--- src/rtl/seed_capture_if.sv ---
// Seed handoff channel from seed_capture to the grid loader.
// Valid/ready handshake carrying one WIDTH-bit board seed.
interface seed_capture_if #(
  parameter int WIDTH = 64
);
  logic [WIDTH-1:0] seed_out;
  logic             seed_valid;
  logic             seed_ready;

  modport master (
    output seed_out,
    output seed_valid,
    input  seed_ready
  );

  modport slave (
    input  seed_out,
    input  seed_valid,
    output seed_ready
  );
endinterface

--- src/rtl/seed_capture.sv ---
// Button-triggered LFSR sampler: stir, sample, reject degenerate
// states, then offer the seed to the grid loader.
module seed_capture #(
  parameter int WIDTH       = 64,
  parameter int STIR_CYCLES = 16,
  parameter int SYNC_STAGES = 2
) (
  input  logic                  clk,
  input  logic                  reset,
  input  logic [WIDTH-1:0]      rand_in,
  input  logic                  capture_btn,
  seed_capture_if.master        seed,
  output logic                  busy,
  output logic [7:0]            reject_count
);

  typedef enum logic [1:0] {
    IDLE,
    STIR,
    SAMPLE,
    HOLD
  } state_t;

  localparam logic [7:0] STIR_LOAD = 8'(STIR_CYCLES - 1);

  logic [SYNC_STAGES-1:0] sync_q;
  logic                   btn_s;
  logic                   btn_p;
  logic                   btn_edge;

  state_t           state_q, state_n;
  logic [7:0]       cnt_q, cnt_n;
  logic [WIDTH-1:0] seed_q, seed_n;
  logic [7:0]       rej_q, rej_n;
  logic             valid_q;
  logic             busy_q;
  logic             degenerate;

  assign btn_s    = sync_q[SYNC_STAGES-1];
  assign btn_edge = btn_s & ~btn_p;

  always_ff @(posedge clk or posedge reset) begin
    if (reset) begin
      sync_q <= '0;
      btn_p  <= 1'b0;
    end else begin
      sync_q <= {sync_q[SYNC_STAGES-2:0], capture_btn};
      btn_p  <= btn_s;
    end
  end

  // All-ones is the XNOR lockup state; all-zeros is an empty board.
  assign degenerate = (rand_in == '0) || (rand_in == '1);

  always_comb begin
    state_n = state_q;
    cnt_n   = cnt_q;
    seed_n  = seed_q;
    rej_n   = rej_q;
    unique case (state_q)
      IDLE: begin
        if (btn_edge) begin
          cnt_n   = STIR_LOAD;
          state_n = STIR;
        end
      end
      STIR: begin
        if (cnt_q == 8'd0) begin
          state_n = SAMPLE;
        end else begin
          cnt_n = cnt_q - 8'd1;
        end
      end
      SAMPLE: begin
        if (!degenerate) begin
          seed_n  = rand_in;
          state_n = HOLD;
        end else begin
          if (rej_q != 8'hFF) begin
            rej_n = rej_q + 8'd1;
          end
          cnt_n   = STIR_LOAD;
          state_n = STIR;
        end
      end
      HOLD: begin
        if (seed.seed_ready) begin
          state_n = IDLE;
        end
      end
      default: state_n = IDLE;
    endcase
  end

  always_ff @(posedge clk or posedge reset) begin
    if (reset) begin
      state_q <= IDLE;
      cnt_q   <= 8'd0;
      seed_q  <= '0;
      rej_q   <= 8'd0;
      valid_q <= 1'b0;
      busy_q  <= 1'b0;
    end else begin
      state_q <= state_n;
      cnt_q   <= cnt_n;
      seed_q  <= seed_n;
      rej_q   <= rej_n;
      valid_q <= (state_n == HOLD);
      busy_q  <= (state_n != IDLE);
    end
  end

  assign seed.seed_out   = seed_q;
  assign seed.seed_valid = valid_q;
  assign busy            = busy_q;
  assign reject_count    = rej_q;

endmodule

--- src/flat_wrapper.sv ---
// flat-port wrapper written by rule: the top's interface ports become plain ports
module seed_capture_flat 
#(
  parameter int WIDTH       = 64,
  parameter int STIR_CYCLES = 16,
  parameter int SYNC_STAGES = 2
)
  (clk, reset, rand_in, capture_btn, busy, reject_count, seed_seed_out, seed_seed_valid, seed_seed_ready);
  seed_capture_if #(.WIDTH(WIDTH)) seed_i ();
  input  logic clk;
  input  logic reset;
  input  logic [WIDTH-1:0] rand_in;
  input  logic capture_btn;
  output logic busy;
  output logic [7:0] reject_count;
  output wire logic [$bits(seed_i.seed_out)-1:0] seed_seed_out;
  output wire logic [$bits(seed_i.seed_valid)-1:0] seed_seed_valid;
  input wire logic [$bits(seed_i.seed_ready)-1:0] seed_seed_ready;
  assign seed_seed_out = seed_i.seed_out;
  assign seed_seed_valid = seed_i.seed_valid;
  assign seed_i.seed_ready = seed_seed_ready;
  seed_capture #(.WIDTH(WIDTH), .STIR_CYCLES(STIR_CYCLES), .SYNC_STAGES(SYNC_STAGES)) u_core (.clk(clk), .reset(reset), .rand_in(rand_in), .capture_btn(capture_btn), .seed(seed_i), .busy(busy), .reject_count(reject_count));
endmodule
--- config.mk ---
export PLATFORM = sky130hd
export DESIGN_NAME = seed_capture_flat
export DESIGN_NICKNAME = d
export VERILOG_FILES = /design/src/rtl/seed_capture_if.sv /design/src/rtl/seed_capture.sv /design/src/flat_wrapper.sv
export SDC_FILE = /design/constraint.sdc
export NUM_CORES = 1
export LEC_CHECK = 0
export ABC_CLOCK_PERIOD_IN_PS = 6400
export BUFFER_PORTS_ARGS = -buffer_cell sky130_fd_sc_hd__buf_2
export CORE_MARGIN = 8
export CORE_UTILIZATION = 25
export CTS_BUF_LIST = sky130_fd_sc_hd__clkbuf_4
export DETAILED_ROUTE_END_ITERATION = 10
export PLACE_DENSITY = 0.55
export SYNTH_ARGS = -nofsm -noshare
export SYNTH_HDL_FRONTEND = slang
export SYNTH_SLANG_ARGS = --single-unit
--- constraint.sdc ---
create_clock -name clk -period 6.4 [get_ports clk]
set_input_delay 1.28 -clock clk [delete_from_list [all_inputs] [get_ports clk]]
set_output_delay 1.28 -clock clk [all_outputs]
set_load 0.01 [all_outputs]
## Word-level counts from Yosys, hierarchy flattened

Index checks and enable logic that the tools add are counted.

- Equality and inequality tests: 9
- Bitwise gates (word level): 3
- Reduce and logical (&&, ||, !) cells: 9
- Add/subtract/negate cells: 2
- Multiplexer cells: 9

Operators by type and width:

| operator | count |
|---|---|
| $eq 64x64->1 const B | 1 |
| $logic_not 64->1 | 1 |
| $mux 8 | 3 |
| $pmux 8 s3 | 1 |
| $add 8x1->8 const B | 1 |
| $logic_not 8->1 | 1 |
| $mux 2 | 4 |
| $ne 8x8->1 const B | 1 |
| $pmux 2 s4 | 1 |
| $sub 8x1->8 const B | 1 |
| $eq 2x2->1 const B | 3 |
| $ne 2x1->1 const B | 2 |
| $reduce_and 4->1 | 1 |
| $reduce_and 3->1 | 1 |
| $reduce_bool 3->1 | 1 |
| $eq 2x1->1 const B | 1 |
| $logic_not 2->1 | 1 |
| $ne 2x2->1 const B | 1 |
| $not 1->1 | 2 |
| $reduce_and 2->1 | 1 |
| $reduce_bool 2->1 | 1 |
| $and 1x1->1 | 1 |
| $logic_or 1x1->1 | 1 |

- Output and inout bits: 74
- Flip-flop bits (word level): 87
- Input port bits: 68
- Word-level logic and storage cells: 40

## Logic depth before layout (Yosys ltp)

- Word-level depth: 5
- Mapped depth: 8

## Least setup slack after synthesis

OpenSTA, ideal clock, no wires.

- Kind: input-to-reg
- Start: input rand_in[1]
- End: register u_core.seed_q[50], in the netlist u_core.seed.seed_out[50]
- Buffers on the path: 1
- Stages: 6
- Data arrival time: 2.883 ns
- Data required time: 6.275 ns
- Setup slack: 3.393 ns
- Cell sequence: nor4_1 -> nand4_1 -> or4_4 -> nand4_4 -> buf_6 -> mux2_2

- Cells in the longest elaborated chain, start to end: 4
- Elaborated cells on any way between the ends: 5
- Classes of those cells: eq/ne (1); bitwise (1); reduce/logical (3)

Ends and longest elaborated chain:

| what | RTL line | source |
|---|---|---|
| from (decl) | flat_wrapper.sv:12 | `input logic [WIDTH-1:0] rand_in;` |
| $eq 64x64->1 or $logic_not 64->1 (tied branches) | seed_capture.sv:53 | `assign degenerate = (rand_in == '0) \|\| (rand_in == '1);` |
| $logic_or 1x1->1 (*) | seed_capture.sv:53 |  |
| $not 1->1 (no source line) (*) | n/a |  |
| $reduce_and 2->1 (no source line) (*) | n/a |  |
| to (signal assigned) | seed_capture.sv:106 | `seed_q <= seed_n;` |
| to (decl) | seed_capture.sv:33 | `logic [WIDTH-1:0] seed_q, seed_n;` |

Mark *: on every way between the ends. The rest lies on a longest branch, timed or not.
A chain may end at the register's enable or synchronous reset.

## Final worst setup path

- Start: input rand_in[23]
- End: register u_core.seed_q[52], in the netlist u_core.seed.seed_out[52]

Same word-level chain as after synthesis.

==> results.yml <==
clock_network:
  cts.path.max_buffers: 2
  clk_latency_ns: 0.47
  clock-sinks: 87
  cts_buffers: 9
  cts-resized-gates: 0
  clkTransAtPathRegs_ns: 0.14
  root_buffer: "clkbuf_4"
  cts_tree: "done"
  hold_buffers: 0
  post-cts-setup-buffers: 0
  cts_htree_levels: 3
sta:
  worstMarginPinSlew_ns: 1.13
  slew_viol_final: 0
  rsz0062_at_grt: "false"
  final.setup.tns_ns: 0
  fmax_ghz: 0.265
  layout_min_cycle_time_ns: 3.78
  hold_violations: 0
  slew-limit-headroom_pct: 24.9
  min_period_over_period_pct: 59.0
  clock_skew_ns: 0.0153
  timing.final.ws_setup_ns: 2.62
  setup_viol: 0
setup_path:
  critPathMostFrequentCell: "nand4_1"
  path_max_fanout: 41
  cp_cell_sequence: "buf_2 > nand4_1 > nor4_1 > nand4_1 > nand4_4 > buf_4 > mux2_2"
  end_kind: "register"
  worst_ep_required_time_ns: 6.76
  cp.arrival_ns: 4.14
  critPathBufInv: 2
  cp_slowest_cell: "nand4_4"
  reg2reg_depth: 7
  startpoint_type: "input port"
  r2r-end: "u_core.cnt_q[3]$_DFFE_PP0P_"
  max_stage_delay_ns: 0.73
  crit_family: "simple AND/OR/NAND/NOR gates"
  critPathKind: "input port to register"
  rrSetupSlack_ns: 3.98
  r2r-start: "u_core.cnt_q[0]$_DFFE_PP0P_"
logic_synthesis:
  netlist_top_cells_area: "dfrtp_1, mux2_2, nand4_1"
  ys_ff_latch: 87
  synth_edf_count: 0
  synth_cell_types: 42
  syn_area_per_cell_um2: 13.2
  synth.top_cell.area_share_pct: 56.6
  syn_nets: 361
  yosysTopAreaCell: "dfrtp_1"
  synthArstFlopShare_pct: 100
  syn_inst: 291
  synth_flop_cell: "dfrtp_1"
  ys_seq_area_share_pct: 56.6
  yosys_warnings: 0
  netlist_area_mm2: 0.00385
place:
  dp_cells: 611
  dpl.hpwl_um: 8500
  pre_cts_slack_ns: 1.98
  postPlaceCellArea_mm2: 0.00471
  portBuffers: 141
  routabilityCongestion: 0.769
floorplanning:
  fp.dieArea_mm2: 0.0196
  die_w_um: 140
  io_pins: 142
  initial_core_util_pct: 25.4
  die_h_um: 140
  rows: 45
  core_area_mm2: 0.0151
final_layout:
  area_delta_synth_final_pct: 26.2
  final_common_cell: "buf_2"
  fin_area_mm2: 0.00486
  antenna_cells: 0
  layout_common_cells: "buf_2, dfrtp_1, mux2_2"
  num-fill-cells: 1557
  layoutNonFillerInstCount: 627
  layout-drive-gt1-share_pct: 51.5
  finalNetCount: 504
power_and_ir_drop:
  peakVddDrop_uv: 180
  p_leak_uw: 0.00232
  power-per-cell-area_mw_per_mm2: 415
  total_power_uw: 2020
min_path:
  whs_path_depth: 0
  hp-start: "u_core.sync_q[0]$_DFF_PP0_"
  holdPathEnd: "u_core.sync_q[1]$_DFF_PP0_"
  hold_path.class: "register to register"
drt:
  wl_per_cell_um: 17.4
  drtIter0Drc: 81
  drc: 0
  dr.pass1.iters: 4
  num_vias: 2965
  antenna_left: 0
  viasPerCell: 4.73
  wl_um: 10900
global_routing:
  grt_max_degree: 88
  antenna_found_initial: 0
  grt_pass1_vias: 3348
  grt_pass1_wl_um: 17600
  grt_usage_pct: 11.3
  grt_overflow_total: 0
run_status:
  status: "complete, no violations"
job:
  drv_cap: 0
## metal layers
metal | up-vias | share of wire [%] | global-route usage, %
met5 | - | 0 | 0
met4 | 0 | 1.5 | 4.80
met3 | 12 | 5.6 | 3.53
met2 | 89 | 50 | 18.7
met1 | 1467 | 43 | 13.4
li1 | 1397 | - | -
## cell usage after synthesis, types with 2 or more instances
cell and count:
dfrtp_1 87, mux2_2 59, nand4_1 25, nor4_1 22
a21oi_1 11, nand2_1 8, buf_6 7, xor2_1 7
mux2_1 6, nor2_1 6, inv_1 5, o21ai_0 5
nand3_1 3, or3_1 3, a21o_1 2, a31oi_1 2
and4_1 2, clkbuf_1 2, ha_1 2, nand2b_1 2
nor2b_1 2, nor3_1 2, or2_2 2
## through the flow
step	utilization, %	hold WS [ns]
after floorplan	-	0.331
after global placement	31.1	0.335
after detailed placement	31.1	0.336
after CTS	32.1	0.367
after global routing	32.1	0.385
final	32.1	0.364
## final cells by class
cell class | instances | area (um^2) | area share (%)
sequential | 87 | 2180 | 44.8
clock buffer | 9 | 67.6 | 1.39
multi-input combinational | 188 | 1560 | 32.1
tap | 188 | 235 | 4.84
clock inverter | 7 | 80.1 | 1.65
inverter | 5 | 20.0 | 0.412
timing repair buffer | 143 | 721 | 14.8
## how the worst max path moves through the flow
stage	cells after the start	endpoint	start	slack, ns
global route	7	u_core.seed.seed_out[52]$_DFFE_PP0P_	rand_in[23]	2.46
global placement	7	u_core.seed.seed_out[54]$_DFFE_PP0P_	rand_in[23]	2.06
CTS	7	u_core.seed.seed_out[52]$_DFFE_PP0P_	rand_in[23]	2.52
detailed placement	7	u_core.seed.seed_out[45]$_DFFE_PP0P_	rand_in[23]	1.98
finish	7	u_core.seed.seed_out[52]$_DFFE_PP0P_	rand_in[23]	2.62
floorplan	1	u_core.btn_p$_DFF_PP0_	reset	2.87
## registers in the layout (all words and copies together), names as in the netlist
name / flops
u_core.busy: 1
u_core.state_q: 2
u_core.seed.seed_out: 64
u_core.cnt_q: 8
u_core.reject_count: 8
u_core.seed.seed_valid: 1
u_core.sync_q: 2
u_core.btn_p: 1
## worst reg2reg max path: cells and delay by family (launching register included)
family	cells	cell delay (ns)
AOI/OAI and AO/OA	2	0.57
adders and majority gates	1	0.20
and+or+nand+nor	3	1.01
DFF	1	0.45
buffers and inverters	1	0.11
## where the power goes
| part | switching [uW] | leakage (uW) | internal, uW |
|---|---|---|---|
| sequential | 166 | 0.00108 | 777 |
| clock | 209 | 0.0000735 | 124 |
| combinational | 364 | 0.00117 | 377 |
| total | 738 | 0.00232 | 1280 |
## cells by family (layout without fill, tap and decap cells)
logic type / Yosys count / count (layout) / share of synthesized area [%]
AO/OA/AOI/OAI: 31 / 31 / 6.01
multiplexers: 65 / 65 / 19.0
XOR/XNOR: 7 / 7 / 1.59
buffers and inverters: 16 / 164 / 2.96
AND/OR/NAND/NOR: 83 / 83 / 13.2
flip-flops: 87 / 87 / 56.6
adder cells (fa/ha/maj): 2 / 2 / 0.650
(Power assumes the default switching activity.)
